===== src/rtl/ecc_pkg.sv =====
// Shared SECDED helpers: parity-width sizing, decode status and Hamming
// position to data-bit mapping (lowest data position lands on the data MSB).
package ecc_pkg;

  typedef enum logic [1:0] {
    CLEAN,
    CORRECTED,
    UNCORR
  } ecc_status_t;

  function automatic int par_w(input int data_w);
    int p = 1;
    while ((1 << p) < (data_w + p + 1)) p = p + 1;
    return p;
  endfunction

  // Returns -1 for parity (power-of-two) positions.
  function automatic int pos_to_didx(input int pos, input int data_w);
    int idx = data_w - 1;
    if ((pos & (pos - 1)) == 0) return -1;
    for (int i = 1; i < pos; i++)
      if ((i & (i - 1)) != 0) idx = idx - 1;
    return idx;
  endfunction

endpackage


===== src/rtl/secded_decoder_pipe_if.sv =====
// Codeword in / corrected word out handshake bundle for the SECDED decoder.
// slave = decoder side, master = source/sink side.
interface secded_decoder_pipe_if
  import ecc_pkg::*;
#(
  parameter int DATA_W = 4
);
  localparam int PAR_W  = par_w(DATA_W);
  localparam int CODE_W = DATA_W + PAR_W + 1;

  logic              in_valid;
  logic              in_ready;
  logic [CODE_W-1:0] code_in;
  logic              out_valid;
  logic              out_ready;
  logic [DATA_W-1:0] data_out;
  logic              err_corr;
  logic              err_uncorr;
  logic [PAR_W-1:0]  err_pos;

  modport slave (
    input  in_valid, code_in, out_ready,
    output in_ready, out_valid, data_out, err_corr, err_uncorr, err_pos
  );

  modport master (
    output in_valid, code_in, out_ready,
    input  in_ready, out_valid, data_out, err_corr, err_uncorr, err_pos
  );
endinterface


===== src/rtl/hamming_syndrome.sv =====
// Combinational Hamming syndrome (XOR of set positions) and overall parity q.
// Shared with the encoder-side checker.
module hamming_syndrome
  import ecc_pkg::*;
#(
  parameter int DATA_W = 4
) (
  input  logic [DATA_W+par_w(DATA_W):0]  i_code,
  output logic [par_w(DATA_W)-1:0]       o_s,
  output logic                           o_q
);
  localparam int PAR_W  = par_w(DATA_W);
  localparam int N      = DATA_W + PAR_W;
  localparam int CODE_W = N + 1;

  always_comb begin
    o_s = '0;
    for (int p = 1; p <= N; p++)
      if (i_code[CODE_W-p]) o_s = o_s ^ PAR_W'(p);
  end

  assign o_q = ^i_code;
endmodule


===== src/rtl/secded_decoder_pipe.sv =====
// Two-stage SECDED decoder/corrector with valid/ready on both sides; each stage holds while downstream stalls.
// Error counters are built only when SECDED_ERR_CNT_EN is defined.
module secded_decoder_pipe
  import ecc_pkg::*;
#(
  parameter int DATA_W = 4,
  parameter int CNT_W  = 16
) (
  input  logic                 clk,
  input  logic                 rst,
  secded_decoder_pipe_if.slave bus,
  input  logic                 cnt_clr,
  output logic [CNT_W-1:0]     corr_cnt,
  output logic [CNT_W-1:0]     uncorr_cnt
);
  localparam int PAR_W  = par_w(DATA_W);
  localparam int N      = DATA_W + PAR_W;
  localparam int CODE_W = N + 1;

  logic [PAR_W-1:0]  w_s;
  logic              w_q;
  logic              w_s1_move;
  logic              w_in_rdy;

  logic              r_s1_vld;
  logic [CODE_W-1:0] r_s1_code;
  logic [PAR_W-1:0]  r_s1_s;
  logic              r_s1_q;

  logic              r_s2_vld;
  logic [DATA_W-1:0] r_s2_data;
  logic              r_s2_corr;
  logic              r_s2_uncorr;
  logic [PAR_W-1:0]  r_s2_pos;

  ecc_status_t       w_status;
  logic [CODE_W-1:0] w_fixed;
  logic [DATA_W-1:0] w_data;
  logic              w_unused_par;

  hamming_syndrome #(.DATA_W(DATA_W)) u_syn (
    .i_code (bus.code_in),
    .o_s    (w_s),
    .o_q    (w_q)
  );

  assign w_s1_move    = !r_s2_vld || bus.out_ready;
  assign w_in_rdy     = !r_s1_vld || w_s1_move;
  assign bus.in_ready = w_in_rdy;

  always_ff @(posedge clk or negedge rst) begin
    if (!rst) begin
      r_s1_vld  <= 1'b0;
      r_s1_code <= '0;
      r_s1_s    <= '0;
      r_s1_q    <= 1'b0;
    end else if (w_in_rdy) begin
      r_s1_vld <= bus.in_valid;
      if (bus.in_valid) begin
        r_s1_code <= bus.code_in;
        r_s1_s    <= w_s;
        r_s1_q    <= w_q;
      end
    end
  end

  // s=0 with q=1 lands in CORRECTED but matches no position, so data is untouched.
  always_comb begin
    w_status = CLEAN;
    if (r_s1_q)
      w_status = (int'(r_s1_s) <= N) ? CORRECTED : UNCORR;
    else if (r_s1_s != '0)
      w_status = UNCORR;
    w_fixed = r_s1_code;
    if (w_status == CORRECTED)
      for (int p = 1; p <= N; p++)
        if (r_s1_s == PAR_W'(p)) w_fixed[CODE_W-p] = ~r_s1_code[CODE_W-p];
  end

  for (genvar p = 1; p <= N; p++) begin : g_ext
    if (pos_to_didx(p, DATA_W) >= 0) begin : g_d
      assign w_data[pos_to_didx(p, DATA_W)] = w_fixed[CODE_W-p];
    end
  end

  assign w_unused_par = ^w_fixed;

  always_ff @(posedge clk or negedge rst) begin
    if (!rst) begin
      r_s2_vld    <= 1'b0;
      r_s2_data   <= '0;
      r_s2_corr   <= 1'b0;
      r_s2_uncorr <= 1'b0;
      r_s2_pos    <= '0;
    end else if (w_s1_move) begin
      r_s2_vld <= r_s1_vld;
      if (r_s1_vld) begin
        r_s2_data   <= w_data;
        r_s2_corr   <= (w_status == CORRECTED);
        r_s2_uncorr <= (w_status == UNCORR);
        r_s2_pos    <= r_s1_s;
      end
    end
  end

  assign bus.out_valid  = r_s2_vld;
  assign bus.data_out   = r_s2_data;
  assign bus.err_corr   = r_s2_corr;
  assign bus.err_uncorr = r_s2_uncorr;
  assign bus.err_pos    = r_s2_pos;

`ifdef SECDED_ERR_CNT_EN
  logic             w_hs;
  logic [CNT_W-1:0] r_corr_cnt;
  logic [CNT_W-1:0] r_uncorr_cnt;

  assign w_hs = r_s2_vld && bus.out_ready;

  // Clear wins over a same-cycle increment; both counters saturate.
  always_ff @(posedge clk or negedge rst) begin
    if (!rst) begin
      r_corr_cnt   <= '0;
      r_uncorr_cnt <= '0;
    end else if (cnt_clr) begin
      r_corr_cnt   <= '0;
      r_uncorr_cnt <= '0;
    end else if (w_hs) begin
      if (r_s2_corr && (r_corr_cnt != '1))
        r_corr_cnt <= r_corr_cnt + 1'b1;
      if (r_s2_uncorr && (r_uncorr_cnt != '1))
        r_uncorr_cnt <= r_uncorr_cnt + 1'b1;
    end
  end

  assign corr_cnt   = r_corr_cnt;
  assign uncorr_cnt = r_uncorr_cnt;
`else
  logic w_unused_cnt_clr;
  assign w_unused_cnt_clr = cnt_clr;
  assign corr_cnt         = '0;
  assign uncorr_cnt       = '0;
`endif
endmodule

===== src/flat_wrapper.sv =====
// flat-port wrapper written by rule: the top's interface ports become plain ports
module secded_decoder_pipe_flat import ecc_pkg::*;
#(
  parameter int DATA_W = 4,
  parameter int CNT_W  = 16
)
  (clk, rst, cnt_clr, corr_cnt, uncorr_cnt, bus_in_valid, bus_code_in, bus_out_ready, bus_in_ready, bus_out_valid, bus_data_out, bus_err_corr, bus_err_uncorr, bus_err_pos);
  secded_decoder_pipe_if #(.DATA_W(DATA_W)) bus_i ();
  input  logic clk;
  input  logic rst;
  input  logic cnt_clr;
  output logic [CNT_W-1:0] corr_cnt;
  output logic [CNT_W-1:0] uncorr_cnt;
  input wire logic [$bits(bus_i.in_valid)-1:0] bus_in_valid;
  input wire logic [$bits(bus_i.code_in)-1:0] bus_code_in;
  input wire logic [$bits(bus_i.out_ready)-1:0] bus_out_ready;
  output wire logic [$bits(bus_i.in_ready)-1:0] bus_in_ready;
  output wire logic [$bits(bus_i.out_valid)-1:0] bus_out_valid;
  output wire logic [$bits(bus_i.data_out)-1:0] bus_data_out;
  output wire logic [$bits(bus_i.err_corr)-1:0] bus_err_corr;
  output wire logic [$bits(bus_i.err_uncorr)-1:0] bus_err_uncorr;
  output wire logic [$bits(bus_i.err_pos)-1:0] bus_err_pos;
  assign bus_i.in_valid = bus_in_valid;
  assign bus_i.code_in = bus_code_in;
  assign bus_i.out_ready = bus_out_ready;
  assign bus_in_ready = bus_i.in_ready;
  assign bus_out_valid = bus_i.out_valid;
  assign bus_data_out = bus_i.data_out;
  assign bus_err_corr = bus_i.err_corr;
  assign bus_err_uncorr = bus_i.err_uncorr;
  assign bus_err_pos = bus_i.err_pos;
  secded_decoder_pipe #(.DATA_W(DATA_W), .CNT_W(CNT_W)) u_core (.clk(clk), .rst(rst), .bus(bus_i), .cnt_clr(cnt_clr), .corr_cnt(corr_cnt), .uncorr_cnt(uncorr_cnt));
endmodule

===== config.mk =====
export PLATFORM = sky130hd
export DESIGN_NAME = secded_decoder_pipe_flat
export DESIGN_NICKNAME = d
export VERILOG_FILES = /design/src/rtl/ecc_pkg.sv /design/src/rtl/secded_decoder_pipe_if.sv /design/src/rtl/hamming_syndrome.sv /design/src/rtl/secded_decoder_pipe.sv /design/src/flat_wrapper.sv
export SDC_FILE = /design/constraint.sdc
export NUM_CORES = 1
export LEC_CHECK = 0
export CAP_MARGIN = 20
export CORE_AREA = 2 2 61 63
export DETAILED_ROUTE_END_ITERATION = 7
export DIE_AREA = 0 0 63 65
export HOLD_SLACK_MARGIN = 0.12
export PLACE_DENSITY = 0.78
export SLEW_MARGIN = 0
export SYNTH_ARGS = -nofsm -noshare
export SYNTH_HDL_FRONTEND = slang
export SYNTH_HIERARCHICAL = 1
export SYNTH_SLANG_ARGS = --single-unit
export TNS_END_PERCENT = 1

===== constraint.sdc =====
create_clock -name clk -period 1.3 [get_ports clk]
set_input_delay 0.26 -clock clk [delete_from_list [all_inputs] [get_ports clk]]
set_output_delay 0.26 -clock clk [all_outputs]
set_load 0.02 [all_outputs]

==> metrics.txt <==
clk slew on worst S/H paths=0.10 ns; leak pwr=0.000679 uW; TritonCTS clock tree=built; 1st-iter DRT viols=2; final WL=1.80 mm; Post-route DRC=0; via count=687; CTS H-tree depth=1; Max Freq=766 MHz; Worst EP arrival=1.49 ns; initial core utilization=0.333; fraction of layout cells with a size suffix above 1=0.292; status=finished with violations; synthesized area=1160 um2; Crit Path Category=input pin to flip-flop; hold_buf cts=0; Crit. End Element=flip-flop; final slew viol count=0; synth warn=6; I/O Buffers=22; Core Region=3500 um2; Die Width=63 um; period utilization=1.00; antenna violations before repair=0; Hold Path Class=input pin to asynchronous set/reset pin; Reg2Reg Launch Point=u_core/r_s1_vld; height of the chip=65 um; Max VDD drop=0.655 mV; first-pass GRT wire length=2.99 mm; number of diodes=0; Clock Latency Late Sink=0.29 ns; Die ar.=roughly 4100 um2; Final WS setup=-0.00569 ns; violated checks=negative setup slack; clock period minus worst slack=1.31 ns; final hold violations=0; NetSw=around 780 uW; clock sink count=19; total chip power=~2100 uW; synthesized area per cell=12.3 um2; combinational share of power=0.422; CP startpoint kind=input pin; total track usage=0.0961; Seq cells post-synth=19; max capacitance violation total=0; R2R Setup Slk=0.08 ns; clock share of power=0.137; Setup Viol. Count Final=1; crit path max-delay cell type=xnor3_2; CP peak stage delay=0.42 ns; largest area contributor in the netlist=dfrtp_1; NumNets Final=roughly 140; Pwr per Cell Area=1490 nW/um2; Crit Path Max Fanout=2; unique cell type count in the Yosys netlist=16; Final ANT Viol Nets=0; largest cells by area after synthesis=dfrtp_1 41%, buf_4 21%, mux2_2 16%; Ports=56; cell-internal power=1360 uW; First-pass DRT Iterations=3; R2R Path End=u_core/bus.err_pos[2]; synthesized instance count=95; CP bufs+invs=1; row count=22; CTS Buf Count=3; area grow syn2layout=23.3%; Sequential Power Share=0.441; Place WS=-0.591 ns; Detailed Place HPWL=1.48 mm; worst r2r path cells=3; RSZ-0062 raised after global routing=yes; CTS Buffer Depth=2; vias in the first global route=681; aggregate global routing overflow=0; Worst EP required=between 1 and 1.5 ns; Placer Congestion=~0.74; Crit. Startpoint=bus_code_in[6]; routed len/inst=just over 10 um; largest net degree at the start of global routing=20; register area share after synthesis=0.408; CP top delay family=XOR/XNOR gates; Core Util, Final=0.411; Sw Ratio=0.363; CTS root buffer=clkbuf_4; top cell type's share of synthesized area=0.408; critical-path cell list=clkdlybuf4s15_1, xnor3_2, xnor3_1, mux2_4; Fin Clk Skew=0.000697 ns; DR vias/cell=3.86
[worst max-delay path by stage]
stage / end / depth (start not counted)
after floorplan: u_core/r_s1_q / 3
after global placement: u_core/r_s1_q / 4
after detailed placement: u_core/r_s1_q / 4
after CTS: bus_in_ready / 3
after global routing: u_core/r_s1_q / 4
final: u_core/r_s1_q / 4
[synthesized netlist by cell type]
| master | count |
|---|---|
| buf_4 | 32 |
| dfrtp_1 | 19 |
| mux2_2 | 17 |
| xnor2_1 | 9 |
| nand2b_1 | 3 |
| nand4b_1 | 3 |
| xnor3_1 | 2 |
| xor2_1 | 2 |
| conb_1 | 1 |
| nand2_2 | 1 |
| nand2_4 | 1 |
| nand3b_2 | 1 |
| nand4_1 | 1 |
| nor2_1 | 1 |
| nor3_1 | 1 |
| xnor3_2 | 1 |
[area by class of cell]
cell class	instances	area [um2]
Tap cell	48	60.1
Clock buffer	4	26.3
Multi-Input combinational cell	75	594
Timing Repair Buffer	32	280
Sequential cell	19	475
Fill cell	360	2060
[worst reg2reg max path: cells and delay by family (launching register included)]
kind                   cells  cell delay (ns)
flip-flops                 1             0.43
multiplexers               1             0.36
buffers and inverters      1             0.16
AND/OR/NAND/NOR            1             0.16
[metal layers]
layer,track usage,part of all wire
met5,0,0
met3,0.0208,0.084
met1,0.0931,0.35
met2,0.180,0.54
met4,0.0694,0.028
[sequential cells by signal, indices dropped and copies added, names as in the netlist]
name,cells
u_core/r_s1_vld,1
u_core/bus.err_corr,1
u_core/bus.err_uncorr,1
u_core/r_s1_q,1
u_core/bus.out_valid,1
u_core/r_s1_code,4
u_core/bus.err_pos,3
u_core/bus.data_out,4
u_core/r_s1_s,3
[placed cells by master (no fill, tap or decap), types with 2 or more instances in the layout]
cell | synthesis | final
nand2b_1 | 3 | 3
nand4b_1 | 3 | 3
dfrtp_1 | 19 | 19
buf_4 | 32 | 10
clkdlybuf4s15_1 | 0 | 10
xnor2_1 | 9 | 8
xor2_1 | 2 | 2
clkbuf_4 | 0 | 3
dlygate4sd2_1 | 0 | 5
mux2_2 | 17 | 16
xnor3_1 | 2 | 2
conb_1 | 1 | 32
clkdlybuf4s50_1 | 0 | 4
[power groups by stage]
stage / clock network (uW) / logic, uW / registers, uW
global placement: 0 / 944 / 945
detailed placement: 0 / 964 / 957
finish: 293 / 901 / 941
global route: 336 / 971 / 976
CTS: 306 / 894 / 940
floorplan: 0 / 490 / 1080
[metrics by stage]
step	cells	hold WS, ns	TNS, ns	area, um2
floorplan	126	-0.0356	-0.146	1280
global placement	173	0.497	-5.01	1390
detailed placement	173	0.499	-5.70	1390
CTS	178	0.286	-0.0390	1430
global route	178	0.307	-0.0200	1440
finish	178	0.279	-0.00569	1440
[cells by family after synthesis]
group / Yosys count / share of synthesized area
buf+inv: 32 / 0.206
flops: 19 / 0.408
mux: 17 / 0.164
xor+xnor: 14 / 0.142
simple gates: 12 / 0.0763
other cells: 1 / 0.00322
[timing repair]
item                       4_1_cts  5_1_grt
setup buffers                    1        0
setup endpoints to repair       19       12
gates resized for setup         29       13
pin swaps                        4        0
Power figures use the tool's default switching activity.
